### config.mk
export PLATFORM = sky130hd
export DESIGN_NAME = seq_divider
export DESIGN_NICKNAME = d
export VERILOG_FILES = /design/src/rtl/alu_pkg.sv /design/src/rtl/seq_divider_div_step.sv /design/src/rtl/seq_divider.sv
export SDC_FILE = /design/constraint.sdc
export NUM_CORES = 1
export LEC_CHECK = 0
export ABC_AREA = 1
export CAP_MARGIN = 20
export CORE_MARGIN = 5
export CORE_UTILIZATION = 30
export CTS_BUF_LIST = sky130_fd_sc_hd__clkbuf_4 sky130_fd_sc_hd__clkbuf_8 sky130_fd_sc_hd__clkbuf_16
export CTS_CLUSTER_SIZE = 10
export DETAILED_ROUTE_END_ITERATION = 7
export HOLD_SLACK_MARGIN = 0.05
export PLACE_DENSITY = 0.61
export SLEW_MARGIN = 20
export SYNTH_ARGS = -nofsm -noshare
export SYNTH_HDL_FRONTEND = slang
export SYNTH_SLANG_ARGS = --single-unit
### constraint.sdc
create_clock -name clk -period 1.67 [get_ports clk]
set_input_delay 0.334 -clock clk [delete_from_list [all_inputs] [get_ports clk]]
set_output_delay 0.334 -clock clk [all_outputs]
set_load 0.005 [all_outputs]
### src/rtl/alu_pkg.sv
// Shared ALU definitions: operand width and the divider state encoding.
package alu_pkg;

  localparam int ALU_WIDTH = 8;

  typedef enum logic [1:0] {
    IDLE = 2'd0,
    CALC = 2'd1,
    DONE = 2'd2
  } div_state_t;

endpackage

### src/rtl/seq_divider_div_step.sv
// One restoring-division iteration: shift the next dividend bit into the
// remainder, trial-subtract the divisor, restore on borrow.
module div_step #(
  parameter int SIZE = 8
) (
  input  logic [SIZE:0]   r,
  input  logic [SIZE-1:0] q,
  input  logic [SIZE-1:0] b,
  output logic [SIZE:0]   r_next,
  output logic [SIZE-1:0] q_next
);

  logic [SIZE+1:0] t;
  logic [SIZE+1:0] diff;

  // One guard bit above the shifted remainder keeps the borrow exact even when
  // the shifted value itself reaches SIZE+1 bits.
  always_comb begin
    t    = {r, q[SIZE-1]};
    diff = t - {2'b00, b};
    if (diff[SIZE+1]) begin
      r_next = t[SIZE:0];
      q_next = {q[SIZE-2:0], 1'b0};
    end else begin
      r_next = diff[SIZE:0];
      q_next = {q[SIZE-2:0], 1'b1};
    end
  end

endmodule

### src/rtl/seq_divider.sv
// Iterative unsigned restoring divider: one quotient bit per clock, with
// quotient/remainder returned alongside a single-cycle done pulse.
//
// state | meaning
// IDLE  | waiting for start; results hold the last division
// CALC  | one shift/subtract iteration per edge, cnt counts down to 1
// DONE  | done pulse; results valid from here on
module seq_divider
  import alu_pkg::*;
#(
  parameter int SIZE = ALU_WIDTH
) (
  input  logic            clk,
  input  logic            rst_n,
  input  logic            start,
  input  logic [SIZE-1:0] a,
  input  logic [SIZE-1:0] b,
  output logic [SIZE-1:0] q,
  output logic [SIZE-1:0] r,
  output logic            busy,
  output logic            done,
  output logic            div_by_zero
);

  localparam int CW = $clog2(SIZE + 1);

  div_state_t      state, state_nxt;
  logic [CW-1:0]   cnt;
  logic [SIZE:0]   rem, rem_nxt;
  logic [SIZE-1:0] quo, quo_nxt;
  logic [SIZE-1:0] dvs;
  logic            accept;
  logic            last_iter;

  div_step #(.SIZE(SIZE)) u_step (
    .r      (rem),
    .q      (quo),
    .b      (dvs),
    .r_next (rem_nxt),
    .q_next (quo_nxt)
  );

  always_ff @(posedge clk or negedge rst_n) begin
    if (!rst_n) state <= IDLE;
    else        state <= state_nxt;
  end

  always_comb begin
    state_nxt = state;
    accept    = 1'b0;
    last_iter = 1'b0;
    case (state)
      IDLE: begin
        if (start) begin
          accept    = 1'b1;
          state_nxt = (b == '0) ? DONE : CALC;
        end
      end
      CALC: begin
        if (cnt == CW'(1)) begin
          last_iter = 1'b1;
          state_nxt = DONE;
        end
      end
      DONE:    state_nxt = IDLE;
      default: state_nxt = IDLE;
    endcase
  end

  assign busy = (state != IDLE);
  assign done = (state == DONE);

  // Outputs move only when entering DONE; div_by_zero also clears on accept.
  always_ff @(posedge clk or negedge rst_n) begin
    if (!rst_n) begin
      quo         <= '0;
      rem         <= '0;
      dvs         <= '0;
      cnt         <= '0;
      q           <= '0;
      r           <= '0;
      div_by_zero <= 1'b0;
    end else if (accept) begin
      quo         <= a;
      dvs         <= b;
      rem         <= '0;
      cnt         <= CW'(SIZE);
      div_by_zero <= 1'b0;
      if (b == '0) begin
        q           <= '1;
        r           <= a;
        div_by_zero <= 1'b1;
      end
    end else if (state == CALC) begin
      quo <= quo_nxt;
      rem <= rem_nxt;
      cnt <= cnt - CW'(1);
      if (last_iter) begin
        q <= quo_nxt;
        r <= rem_nxt[SIZE-1:0];
      end
    end
  end

endmodule

Yosys cells after proc, flatten, opt, wreduce, memory -nomap -nowiden
Index checks and enable logic that the tools add are counted.

Input port bits: 19. Bits in read-only memories: 0. Latch bits: 0. Output and inout bits: 19. Word-level logic and storage cells: 48. Memories kept: 0. Memory bits (writable): 0. Register bits: 48.

Bitwise logic cells: 0. Div/mod/pow operators: 0. Shifts and indexed selects: 0. $add $sub $neg: 2. Multiply operators: 0. $lt $le $gt $ge: 0. Multiplexer cells: 25. Equality and inequality tests: 6. Reduce and logical (&&, ||, !) cells: 7.

Operators by type and width (number): 2-to-1 mux 8 bit (10); 2-to-1 mux 9 bit (3); subtractor 10 x 8 -> 10 bit (1); logical NOT 8 bit (1); 2-to-1 mux 4 bit (2); 2-to-1 mux 1 bit (6); 2-to-1 mux 2 bit (3); nonzero test 2 bit (3); equality test 4 x 1 -> 1 bit (second input constant) (1); inequality test 2 bit (second input constant) (2); case mux 2 bit (2 select lines) (1); subtractor 4 x 1 -> 4 bit (second input constant) (1); AND reduction 3 bit (1); equality test 2 x 1 -> 1 bit (second input constant) (1); equality test 2 bit (second input constant) (1); logical NOT 2 bit (1); inequality test 2 x 1 -> 1 bit (second input constant) (1); AND reduction 2 bit (1).

Logic depth before layout (Yosys ltp)
Depth in word-level cells: 6. Mapped depth: 15. Mapped depth without buffers: 14.

By module
A second synthesis with hierarchy kept.

Cell total of the unflattened synthesis: 388. Area total of the unflattened synthesis: 2971.6 um^2.

Modules (own cells, without submodules): seq_divider (sequential area each 1201.2 um^2, instances 1, area an instance 2214.6 um^2, cells each 249); div_step (sequential area each 0.0 um^2, instances 1, area an instance 757.0 um^2, cells each 139).

Worst setup path after synthesis
OpenSTA, ideal clock, no wires.

Kind: reg2reg. Start point: register rem[5]. End point: register r[1]. Slack: -93 ps. Data arrival time: 1650 ps. Period minus slack after synthesis: 1763 ps. Library setup time: 113 ps. Stages on the path, launching flop included: 13. Path buffers: 1. Data required time: 1557 ps. Cells stage by stage: dfrtp_1 -> ha_1 -> nand2_1 -> nand2_1 -> a21oi_1 -> nand3_2 -> nand2_2 -> nand2_2 -> buf_6 -> nand3_2 -> nand3_1 -> nand2_1 -> inv_1.

Cells in the longest elaborated chain, start to end: 5.

Ends and longest elaborated chain: from (decl) (line seq_divider.sv:29) `logic [SIZE:0] rem, rem_nxt;`; from (signal assigned) (line seq_divider.sv:96) `rem <= rem_nxt;`; subtractor 10 x 8 -> 10 bit (line seq_divider_div_step.sv:20) `diff = t - {2'b00, b};`; 2-to-1 mux 9 bit (line seq_divider_div_step.sv:21) `if (diff[SIZE+1]) begin`; 2-to-1 mux 8 bit (line seq_divider.sv:98) `if (last_iter) begin`; 2-to-1 mux 8 bit (line seq_divider.sv:94) `end else if (state == CALC) begin`; 2-to-1 mux 8 bit (line seq_divider.sv:83) `end else if (accept) begin`; to (signal assigned) (line seq_divider.sv:100) `r <= rem_nxt[SIZE-1:0];`; to (decl) (line seq_divider.sv:19) `output logic [SIZE-1:0] r,`.

No other way between the ends. The select of a mux whose other input is x is not followed. A chain may end at the register's enable or synchronous reset.

Worst setup path after layout
Start point: register rem[3]. End point: register r[1].

Same word-level chain as after synthesis.

==> results.toml <==
[run_status]
outcome = "finished, violations left"
failed_checks = "setup timing"

[sta]
max_freq_mhz = 567
finClkSkew_ps = 8.22
fin_crit_sh_pct = 106
rsz0062_at_grt = "true"
slew_headroom_pct = 78.1
finalSetupViolations = 19
fin_crit_ps = 1760
setup_slack_ps = -93.9
max_slew.worst_pin.slew_ps = 327
drv_slew = 0
setup_tns_ps = -1280
hold_viol = 0

[route]
drt_iter0_drc = 55
routedWlPerCell_um = 12.8
vias = 2541
wl_um = 6980
detail-route-antenna-nets = 0
dr.pass1.iters = 4
route.detailed.drc = 0
viasPerCell = 4.67

[worst_setup_path]
r2r_cells = 12
worstPathArrival_ps = 1980
crit_fanout = 10
timing.rr.start = "rem[3]$_DFFE_PN0P_"
cp-start-kind = "flip-flop"
critPathKind = "reg -> reg"
worstReg2RegEnd = "r[1]$_DFFE_PN0P_"
reg2reg_slack_ps = -90
end_kind = "flip-flop"
required_ps = 1880

[floorplan]
core_area_um2 = 8810
initial_core_util_pct = 31.0
die-area_um2 = 11100
die_h_um = 105
ios = 38
dieWidth_um = 105
rows = 34

[yosys]
ys_seq_area_share_pct = 43.9
synthSimpleGateAreaFrac_pct = 30.8
yosys_warnings = 0
synthMuxAreaShare_pct = 0
synth_area_leaders = "dfrtp_1, nand2_1, inv_1, ha_1, nand3_1"
synth_area_um2 = 2730
async_reset_ff_share_pct = 100
synth_top_family_by_area = "simple AND/OR/NAND/NOR gates"
synth_top_cell_area_share_pct = 43.9
ys.flop_type = "dfrtp_1"
syn_nets = 381
synth_top_cell_by_area = "dfrtp_1"
synth-adder-area-share_pct = 5.31
synth_cells = 351
yosysUniqueCellTypes = 29
synth_compound_area_share_pct = 8.05
avgSynthCellArea_um2 = 7.79
yosys_register_bits = 48
synth_xor_xnor_area_share_pct = 1.28
synth_edf_count = 0

[clock_tree]
numClockSinks = 48
clock_latency_ps = 310
cts_tree = "yes"
cts_made_buffers = 5
htree_levels = 2
cts_root_buf = "clkbuf_8"
clkTransAtPathRegs_ps = 100
clock_path_buffers = 2

[placed_design]
finalWeightedCongestion = 0.829
hpwl_um = 5260
post-place-ws_ps = -279
port_buffers = 37

[cells_and_area]
final_net_count = 465
multi_input_area_um2 = 1440
final_cell_mix = "nand2_1, inv_1, dfrtp_1, buf_4, clkdlybuf4s50_1"
n_fill_cell = 866
layout_commonest_cell = "nand2_1"
drive_above_1_share_pct = 25.9
seqCellArea_um2 = 1200
areaGrowthSynthToFinish_pct = 43.2
diodes = 0

[min_path]
hold_class = "reg -> reg"
hold_path_startpoint = "dvs[1]$_DFFE_PN0P_"
hold_depth = 2
worst_hold_path.endpoint = "dvs[1]$_DFFE_PN0P_"

[global_route]
grt_pass1_vias = 2566
gr-usage-all-layers_pct = 12.8
overflow = 0
grt_start_max_net_pins = 49
grt_pass1_wl_um = 11700
antenna_found_initial = 0

[power_and_ir_drop]
p_per_area_nw_per_um2 = 2180
p_leak_nw = 2.00
p_total_mw = 8.52
ir_drop_mv = 0.733

[run]
cap_viol_max_count = 0
[how the worst max path moves through the flow]
stage / slack [ps] / from / endpoint
final: -90 / rem[3]$_DFFE_PN0P_ / r[1]$_DFFE_PN0P_
after global routing: -220 / rem[3]$_DFFE_PN0P_ / r[3]$_DFFE_PN0P_
after CTS: -100 / rem[3]$_DFFE_PN0P_ / r[5]$_DFFE_PN0P_
after detailed placement: -280 / b[7] / q[5]$_DFFE_PN0P_
after global placement: -210 / b[0] / q[1]$_DFFE_PN0P_
after floorplan: 20 / rem[4]$_DFFE_PN0P_ / rem[8]$_DFFE_PN0P_
[cells by family after synthesis]
family          Yosys count
fa+ha+maj                11
simple gates            182
compound gates           36
buf+inv                  70
xor+xnor                  4
flops                    48
[report_power, final]
part | internal, mW | leakage (nW) | switching (mW)
clock | 0.603 | 0.0687 | 0.430
sequential | 1.74 | 0.578 | 0.356
combinational | 2.56 | 1.35 | 2.84
total | 4.90 | 2.00 | 3.62
[cell type report]
class	count	area share, %
timing repair buffer	86	19.7
sequential	48	30.7
clock inverter	3	1.76
clock buffer	5	1.76
multi-input combinational	234	36.7
tap	108	3.45
inverter	60	5.88
[metal layers]
metal  global-route usage (%)  up-vias  share of wire (%)
met5                        0        -                  0
met3                     2.87        8                3.7
met4                     3.56        0                1.4
li1                         -     1278                  -
met2                     22.8       44                 51
met1                     15.6     1211                 44
[registers in the layout (all words and copies together) (netlist names)]
register     count
cnt              4
r                8
dvs              8
q                8
quo              8
rem              9
div_by_zero      1
state            2
[synth_stat cells (2+ instances only)]
library cell and count:
nand2_1 94, buf_2 4, inv_1 58, buf_6 2, nor2_1 27, xor2_1 3, nand3_1 25, dfrtp_1 48
a21oi_1 10, o21ai_0 14, clkbuf_1 2, o221ai_1 8, or2_1 9, nor2_2 4, nand3_2 9, ha_1 10
nand2_2 5, nand4_1 8
[worst max-delay path: stages, from the launching register on]
cell	delay, ps
dfrtp_2	450
ha_4	290
nand2_2	60
inv_1	70
nand2_1	50
nand2_1	80
nand2_2	80
nand4_1	140
nand2_4	140
nand3_2	110
nand3_2	80
nand2_1	70
inv_1	40
[per-stage QoR]
step           instance area (um2)  utilization (%)  hold slack, ps  std cells
5_1_grt                       3920             44.5             525        544
3_3_place_gp                  3590             40.8             339        529
6_report                      3920             44.5             497        544
2_1_floorplan                 2790                -            38.4        351
4_1_cts                       3820             43.4             499        542
3_5_place_dp                  3590             40.8             345        529
[repair_timing]
action / in CTS / in global routing
hold buffers: 1 / 0
pin swaps: 9 / 6
gates cloned: 0 / 1
buffers inserted: 4 / 1
setup endpoints to repair: 20 / 24
gates resized for setup: 20 / 17
endpoints found under the hold margin: 48 / 0
(Power assumes the default switching activity.)
